**src/rtl/taxi_axi_xbar_thread_ctrl_if.sv**
```systemverilog
// Admission/completion bundle between the crossbar datapath and the thread
// controller. The master side presents requests and completions. The slave
// side returns the admission decision and the outstanding count.
// Optional macro: TAXI_AXI_XBAR_THREAD_ERR_EN adds the sticky cpl_err flag.
interface taxi_axi_xbar_thread_ctrl_if #(
  parameter int ID_W  = 8,
  parameter int SEL_W = 2,
  parameter int CNT_W = 5
);
  logic [ID_W-1:0]  req_id;
  logic [SEL_W-1:0] req_sel;
  logic             req_valid;
  logic             req_ready;
  logic [ID_W-1:0]  cpl_id;
  logic             cpl_valid;
  logic [CNT_W-1:0] active_count;
  logic             busy;
`ifdef TAXI_AXI_XBAR_THREAD_ERR_EN
  logic             cpl_err;

  modport master (
    output req_id, req_sel, req_valid, cpl_id, cpl_valid,
    input  req_ready, active_count, busy, cpl_err
  );

  modport slave (
    input  req_id, req_sel, req_valid, cpl_id, cpl_valid,
    output req_ready, active_count, busy, cpl_err
  );
`else
  modport master (
    output req_id, req_sel, req_valid, cpl_id, cpl_valid,
    input  req_ready, active_count, busy
  );

  modport slave (
    input  req_id, req_sel, req_valid, cpl_id, cpl_valid,
    output req_ready, active_count, busy
  );
`endif
endinterface

```
**src/rtl/taxi_axi_xbar_thread_ctrl.sv**
```systemverilog
// Per-direction admission controller for one crossbar slave port.
// A thread table binds each in-flight ID to a single master port. A new
// address-phase request is admitted only if it cannot reorder same-ID
// responses that return from different master ports.
// Optional macro: TAXI_AXI_XBAR_THREAD_ERR_EN adds the sticky cpl_err flag
// for completions that match no tracked transaction.
module taxi_axi_xbar_thread_ctrl #(
  parameter int S_THREADS = 2,
  parameter int S_ACCEPT  = 16,
  parameter int ID_W      = 8,
  parameter int M_COUNT   = 4
) (
  input  logic clk,
  input  logic rst,
  taxi_axi_xbar_thread_ctrl_if.slave bus
);

  localparam int SEL_W = (M_COUNT > 1) ? $clog2(M_COUNT) : 1;
  localparam int CNT_W = $clog2(S_ACCEPT + 1);
  localparam int IDX_W = (S_THREADS > 1) ? $clog2(S_THREADS) : 1;
  localparam logic [CNT_W-1:0] ACC_MAX = CNT_W'(S_ACCEPT);

  logic [S_THREADS-1:0] vld_q, vld_d;
  logic [ID_W-1:0]      id_q  [S_THREADS];
  logic [ID_W-1:0]      id_d  [S_THREADS];
  logic [SEL_W-1:0]     sel_q [S_THREADS];
  logic [SEL_W-1:0]     sel_d [S_THREADS];
  logic [CNT_W-1:0]     cnt_q [S_THREADS];
  logic [CNT_W-1:0]     cnt_d [S_THREADS];
  logic [CNT_W-1:0]     active_q, active_d;

  logic             id_hit, free_found, cpl_hit;
  logic [IDX_W-1:0] hit_idx, free_idx, cpl_idx, acc_idx;
  logic             ready, accept, alloc, cpl_do;

  // Table lookup for the request ID, the lowest free entry and the completing ID.
  always_comb begin
    id_hit     = 1'b0;
    hit_idx    = '0;
    free_found = 1'b0;
    free_idx   = '0;
    cpl_hit    = 1'b0;
    cpl_idx    = '0;
    for (int i = 0; i < S_THREADS; i++) begin
      if (vld_q[i] && id_q[i] == bus.req_id) begin
        id_hit  = 1'b1;
        hit_idx = IDX_W'(i);
      end
      if (!vld_q[i] && !free_found) begin
        free_found = 1'b1;
        free_idx   = IDX_W'(i);
      end
      if (vld_q[i] && id_q[i] == bus.cpl_id) begin
        cpl_hit = 1'b1;
        cpl_idx = IDX_W'(i);
      end
    end
  end

  // Admission decision. An ID bound to another master port stalls until its entry drains.
  always_comb begin
    ready = 1'b0;
    if (active_q < ACC_MAX) begin
      if (id_hit)
        ready = (sel_q[hit_idx] == bus.req_sel) && (cnt_q[hit_idx] < ACC_MAX);
      else
        ready = free_found;
    end
    accept  = bus.req_valid && ready;
    alloc   = accept && !id_hit;
    acc_idx = id_hit ? hit_idx : free_idx;
    cpl_do  = bus.cpl_valid && cpl_hit;
  end

  // Next table state. An accept and a completion on the same entry cancel out.
  always_comb begin
    vld_d    = vld_q;
    id_d     = id_q;
    sel_d    = sel_q;
    cnt_d    = cnt_q;
    active_d = active_q;
    for (int i = 0; i < S_THREADS; i++) begin
      if (accept && acc_idx == IDX_W'(i) && !(cpl_do && cpl_idx == IDX_W'(i))) begin
        if (alloc) begin
          vld_d[i] = 1'b1;
          id_d[i]  = bus.req_id;
          sel_d[i] = bus.req_sel;
          cnt_d[i] = CNT_W'(1);
        end else begin
          cnt_d[i] = cnt_q[i] + CNT_W'(1);
        end
      end else if (cpl_do && cpl_idx == IDX_W'(i) && !(accept && acc_idx == IDX_W'(i))) begin
        cnt_d[i] = cnt_q[i] - CNT_W'(1);
        if (cnt_q[i] == CNT_W'(1))
          vld_d[i] = 1'b0;
      end
    end
    if (accept && !cpl_do)
      active_d = active_q + CNT_W'(1);
    else if (cpl_do && !accept)
      active_d = active_q - CNT_W'(1);
  end

  // State registers. Reset discards all in-flight tracking.
  always_ff @(posedge clk or posedge rst) begin
    if (rst) begin
      vld_q    <= '0;
      active_q <= '0;
      for (int i = 0; i < S_THREADS; i++) begin
        id_q[i]  <= '0;
        sel_q[i] <= '0;
        cnt_q[i] <= '0;
      end
    end else begin
      vld_q    <= vld_d;
      id_q     <= id_d;
      sel_q    <= sel_d;
      cnt_q    <= cnt_d;
      active_q <= active_d;
    end
  end

  assign bus.req_ready    = ready;
  assign bus.active_count = active_q;
  assign bus.busy         = (active_q != '0);

`ifdef TAXI_AXI_XBAR_THREAD_ERR_EN
  logic err_q;
  logic err_cond;

  assign err_cond = bus.cpl_valid && (!cpl_hit || active_q == '0);

  // Sticky flag for completions that match no tracked transaction.
  always_ff @(posedge clk or posedge rst) begin
    if (rst)
      err_q <= 1'b0;
    else if (err_cond)
      err_q <= 1'b1;
  end

  // Flag an unmatched completion during simulation.
  always @(posedge clk) begin
    if (!rst)
      assert (!err_cond) else $error("completion id %0h matches no active thread", bus.cpl_id);
  end

  assign bus.cpl_err = err_q;
`endif

endmodule

```
**src/flat_wrapper.sv**
```systemverilog
// flat-port wrapper written by rule: the top's interface ports become plain ports
module taxi_axi_xbar_thread_ctrl_flat 
#(
  parameter int S_THREADS = 2,
  parameter int S_ACCEPT  = 16,
  parameter int ID_W      = 8,
  parameter int M_COUNT   = 4
)
  (clk, rst, bus_req_id, bus_req_sel, bus_req_valid, bus_cpl_id, bus_cpl_valid, bus_req_ready, bus_active_count, bus_busy);
  taxi_axi_xbar_thread_ctrl_if #(.ID_W(ID_W), .SEL_W(2), .CNT_W(5)) bus_i ();
  input  logic clk;
  input  logic rst;
  input wire logic [$bits(bus_i.req_id)-1:0] bus_req_id;
  input wire logic [$bits(bus_i.req_sel)-1:0] bus_req_sel;
  input wire logic [$bits(bus_i.req_valid)-1:0] bus_req_valid;
  input wire logic [$bits(bus_i.cpl_id)-1:0] bus_cpl_id;
  input wire logic [$bits(bus_i.cpl_valid)-1:0] bus_cpl_valid;
  output wire logic [$bits(bus_i.req_ready)-1:0] bus_req_ready;
  output wire logic [$bits(bus_i.active_count)-1:0] bus_active_count;
  output wire logic [$bits(bus_i.busy)-1:0] bus_busy;
  assign bus_i.req_id = bus_req_id;
  assign bus_i.req_sel = bus_req_sel;
  assign bus_i.req_valid = bus_req_valid;
  assign bus_i.cpl_id = bus_cpl_id;
  assign bus_i.cpl_valid = bus_cpl_valid;
  assign bus_req_ready = bus_i.req_ready;
  assign bus_active_count = bus_i.active_count;
  assign bus_busy = bus_i.busy;
  taxi_axi_xbar_thread_ctrl #(.S_THREADS(S_THREADS), .S_ACCEPT(S_ACCEPT), .ID_W(ID_W), .M_COUNT(M_COUNT)) u_core (.clk(clk), .rst(rst), .bus(bus_i));
endmodule
```
**config.mk**
```make
export PLATFORM = sky130hd
export DESIGN_NAME = taxi_axi_xbar_thread_ctrl_flat
export DESIGN_NICKNAME = d
export VERILOG_FILES = /design/src/rtl/taxi_axi_xbar_thread_ctrl_if.sv /design/src/rtl/taxi_axi_xbar_thread_ctrl.sv /design/src/flat_wrapper.sv
export SDC_FILE = /design/constraint.sdc
export NUM_CORES = 1
export LEC_CHECK = 0
export CORE_MARGIN = 3
export CORE_UTILIZATION = 30
export DETAILED_ROUTE_END_ITERATION = 10
export PLACE_DENSITY = 0.51
export SYNTH_ARGS = -nofsm -noshare
export SYNTH_HDL_FRONTEND = slang
export SYNTH_SLANG_ARGS = --single-unit
```
**constraint.sdc**
```tcl
create_clock -name clk -period 4.3 [get_ports clk]
set_input_delay 0.645 -clock clk [delete_from_list [all_inputs] [get_ports clk]]
set_output_delay 0.645 -clock clk [all_outputs]
set_load 0.02 [all_outputs]
```
==> results of run 1 <==
[routing by layer]
metal	track usage [%]	share of wire (%)	vias to the layer above
met1	17.8	53	859
li1	-	-	943
met2	16.8	43	31
met3	2.19	2.8	5
met4	3.15	1.1	0
met5	0	0	-
[sequential cells by signal (all words and copies together), names as in the netlist]
register                 flops
u_core.bus.active_count      5
u_core.sel_q                 4
u_core.cnt_q                10
u_core.vld_q                 2
u_core.id_q                 16
[synth_stat cells, types with 3 or more instances]
library cell and instances:
sky130_fd_sc_hd__dfrtp_1 37, sky130_fd_sc_hd__xnor2_1 24, sky130_fd_sc_hd__nand2_1 21, sky130_fd_sc_hd__nor2_1 19, sky130_fd_sc_hd__xor2_1 15, sky130_fd_sc_hd__ha_1 12, sky130_fd_sc_hd__mux2_2 12, sky130_fd_sc_hd__mux2_4 9
sky130_fd_sc_hd__nor3_1 9, sky130_fd_sc_hd__a21oi_1 8, sky130_fd_sc_hd__clkbuf_1 8, sky130_fd_sc_hd__inv_1 8, sky130_fd_sc_hd__nand4_1 7, sky130_fd_sc_hd__mux2i_1 6, sky130_fd_sc_hd__nand3_1 6, sky130_fd_sc_hd__o21ai_0 5
sky130_fd_sc_hd__o21ai_1 5, sky130_fd_sc_hd__or2_2 4, sky130_fd_sc_hd__a22o_1 3, sky130_fd_sc_hd__nand2b_1 3, sky130_fd_sc_hd__o221ai_1 3
[worst paths after layout]
kind,start,to,slack (ns),depth (start not counted)
worst max-delay path,bus_req_id[7],bus_req_ready,0.32,8
worst max register to register,u_core.id_q[7]$_DFFE_PP0P_,u_core.bus.active_count[4]$_DFFE_PP0P_,0.95,14
worst min-delay path,u_core.sel_q[0]$_DFFE_PP0P_,u_core.sel_q[0]$_DFFE_PP0P_,0.53,1
max in group asynchronous,rst,u_core.id_q[12]$_DFFE_PP0P_,3.18,3
min in group asynchronous,rst,u_core.id_q[15]$_DFFE_PP0P_,0.77,3
worst min register to register,u_core.sel_q[0]$_DFFE_PP0P_,u_core.sel_q[0]$_DFFE_PP0P_,0.53,1
[cell type report]
class,count,area [µm²]
Multi-Input combinational cell,198,1550
Timing Repair Buffer,31,303
Clock buffer,7,86.3
Inverter,8,30.0
Tap cell,105,131
Fill cell,823,5270
Sequential cell,37,926
[where the power goes]
group / internal (µW) / switching, µW
clock network: 127 / 116
registers: 514 / 203
logic: 529 / 450
[kinds of logic (layout without fill, tap and decap cells)]
group                    Yosys count  after routing  synth area share (%)
AO/OA/AOI/OAI                     38             38                  10.9
XOR/XNOR                          39             39                  13.2
adder cells (fa/ha/maj)           13             13                  6.59
buffers and inverters             20             46                  4.17
flip-flops                        37             37                  35.9
multiplexers                      29             29                  13.7
AND/OR/NAND/NOR                   79             79                  15.6
[through the flow]
stage | utilization (%) | cells | total power (µW) | hold WS (ns) | cell area, µm²
after floorplan | - | 255 | 1460 | 0.494 | 2580
after global placement | 35.4 | 379 | 1700 | 0.509 | 2940
after detailed placement | 35.4 | 379 | 1710 | 0.517 | 2940
after CTS | 36.5 | 386 | 1970 | 0.534 | 3030
after global routing | 36.5 | 386 | 2120 | 0.545 | 3030
final | 36.5 | 386 | 1940 | 0.531 | 3030
==> results list, run 1 <==
- Run status: complete, no violations
* Final WL: 5360 µm
* Syn_nets: 290
- Die Wd: 98.8 µm
- The floorplan step defined a core boundary enclosing 0.00830 mm².
- 0 antenna diodes ended up in the layout.
- In the post-route analysis, the smallest setup slack over all paths is 0.321 ns.
- Antenna violations before repair: 0
- I/O Pins: 29
- In this run the mean area of a mapped cell was 10.1 µm².
- In the synthesized netlist, the number of instances is 255.
* Top achievable clock speed: 0.251 GHz
- FP Rows: 33
- Fraction of the yosys area taken by sequential cells: 35.9%
- The worst-case IR drop observed on VDD is 229 µV.
- The worst setup path is launched from an input pin.
* Cell type of the slowest stage on the worst timing path: sky130_fd_sc_hd__clkdlybuf4s50_1
- Synth area leaders: sky130_fd_sc_hd__dfrtp_1, sky130_fd_sc_hd__xnor2_1, sky130_fd_sc_hd__ha_1
- Buffer count from post-CTS setup fixing: 0
- Walking the worst path, the cells encountered are clkdlybuf4s50_1, xor2_1, nor3_1, and4_2, a2111oi_1, a211oi_1, nor3_1, clkdlybuf4s50_1.
- On the final layout, the worst clock skew is 0.00508 ns.
* Yosys Warn Count: 0
- DRT antenna net count: 0
- Clock-pin slew was measured on the worst setup and hold paths at 0.07 ns.
* Number of global-route vias before repair: 1838
* Static Leak: 0.00126 µW
* Final-report setup violation count: 0
- The top cell types in the final layout, fill and taps aside, are sky130_fd_sc_hd__dfrtp_1, sky130_fd_sc_hd__clkdlybuf4s50_1, sky130_fd_sc_hd__xnor2_1, sky130_fd_sc_hd__nand2_1, sky130_fd_sc_hd__nor2_1.
* Sum of buffers and inverters on the critical path: 2
- Counting the buffers created by CTS gives 5.
* Initial core utilization: 31.1%
* Final period util: 92.5%
- Final-report hold violation count: 0
* Critical path class: in -> out
* CTS root buffer: sky130_fd_sc_hd__clkbuf_8
- Detailed placement finished with a half-perimeter wire length of 3960 µm.
- The tool flagged a number of max-cap violations equal to 0.
* DR vias: 1838
- Initial drt markers: 74
- Most frequently used flop master after synthesis: sky130_fd_sc_hd__dfrtp_1
- The number of different library cells used by synthesis comes to 46.
- In the global route stage, overall resource usage came out at 11.7%.
- The largest single stage delay on the critical path is 0.66 ns.
- Input/output buffers: 28
- The first global-routing pass estimated 9180 µm of wire.
- Number of buffers inserted for hold repair after clock tree synthesis: 0
- Worst-case clock buffer depth: 2
* Die outline area: 0.00976 mm²
- Worst-Margin Slew: 0.700 ns
- Critical Path RT: 3.65 ns
* Share of Yosys cell area claimed by the top area cell type: 35.9%
* Relative slew margins: 53.2%
- Dpl ws: 0.174 ns
- Fin Setup TNS: 0 ns
- Cells with a size suffix above 1 make up 15.7% of the layout.
- Class of the tightest hold or removal check: reg -> reg
- Clock tree synthesis found a total of 37 sinks.
- Number of resized instances in the post-cts repair step: 0
- sky130_fd_sc_hd__dfrtp_1 takes more of the synthesized area than any other cell.
- Clock latency on the worst-skew pair: 0.28 ns
- The final max-slew violation count was 0.
* Die height: 98.8 µm
- Final Critical Period: 3.98 ns
* Worst path top cell family by delay: buffers and inverters
- The synthesized design contains 37 register bits.
* Wirelength per Cell: 13.9 µm
- For the worst setup path, the data arrival time is 3.33 ns.
* Total overflow reported by the global router: 0
- After detailed routing, the number of vias per cell comes to 4.76.
- Setup repair after global routing left no endpoint under its margin.
- Total standard cell area after synthesis: 0.00258 mm²
- Maximum number of pins on one net before global-route repair: 38
- First-pass DRT Iterations: 4
- Post-route DRC: 0
* Clock tree from TritonCTS: yes
* PwrDens: 641 mW/mm²
- In the synthesized netlist the async set-or-reset flop fraction comes to 100%.
* Critical-path maximum fanout: 4
* Most common cell after layout, fill and taps aside: sky130_fd_sc_hd__dfrtp_1
- Counting flops with a built-in enable in the synthesized netlist gives 0.
- Layout overhead on the synthesized area: 17.2%
* H-tree depth reported by CTS: 2
* Kind of end point of the critical path: output pin
* Number of nets in the final layout: 316
* Routability Congestion: 0.735
(Power assumes the default switching activity.)
==> run 2, diff against run 1 <==
--- a/config.mk
+++ b/config.mk
@@ -9,6 +9,7 @@
 export CORE_UTILIZATION = 30
 export DETAILED_ROUTE_END_ITERATION = 10
 export PLACE_DENSITY = 0.51
+export SETUP_SLACK_MARGIN = 0.05
 export SYNTH_ARGS = -nofsm -noshare
 export SYNTH_HDL_FRONTEND = slang
 export SYNTH_SLANG_ARGS = --single-unit
==> results of run 2 <==
Final layout, timing and power as in run 1 (identical DEF).
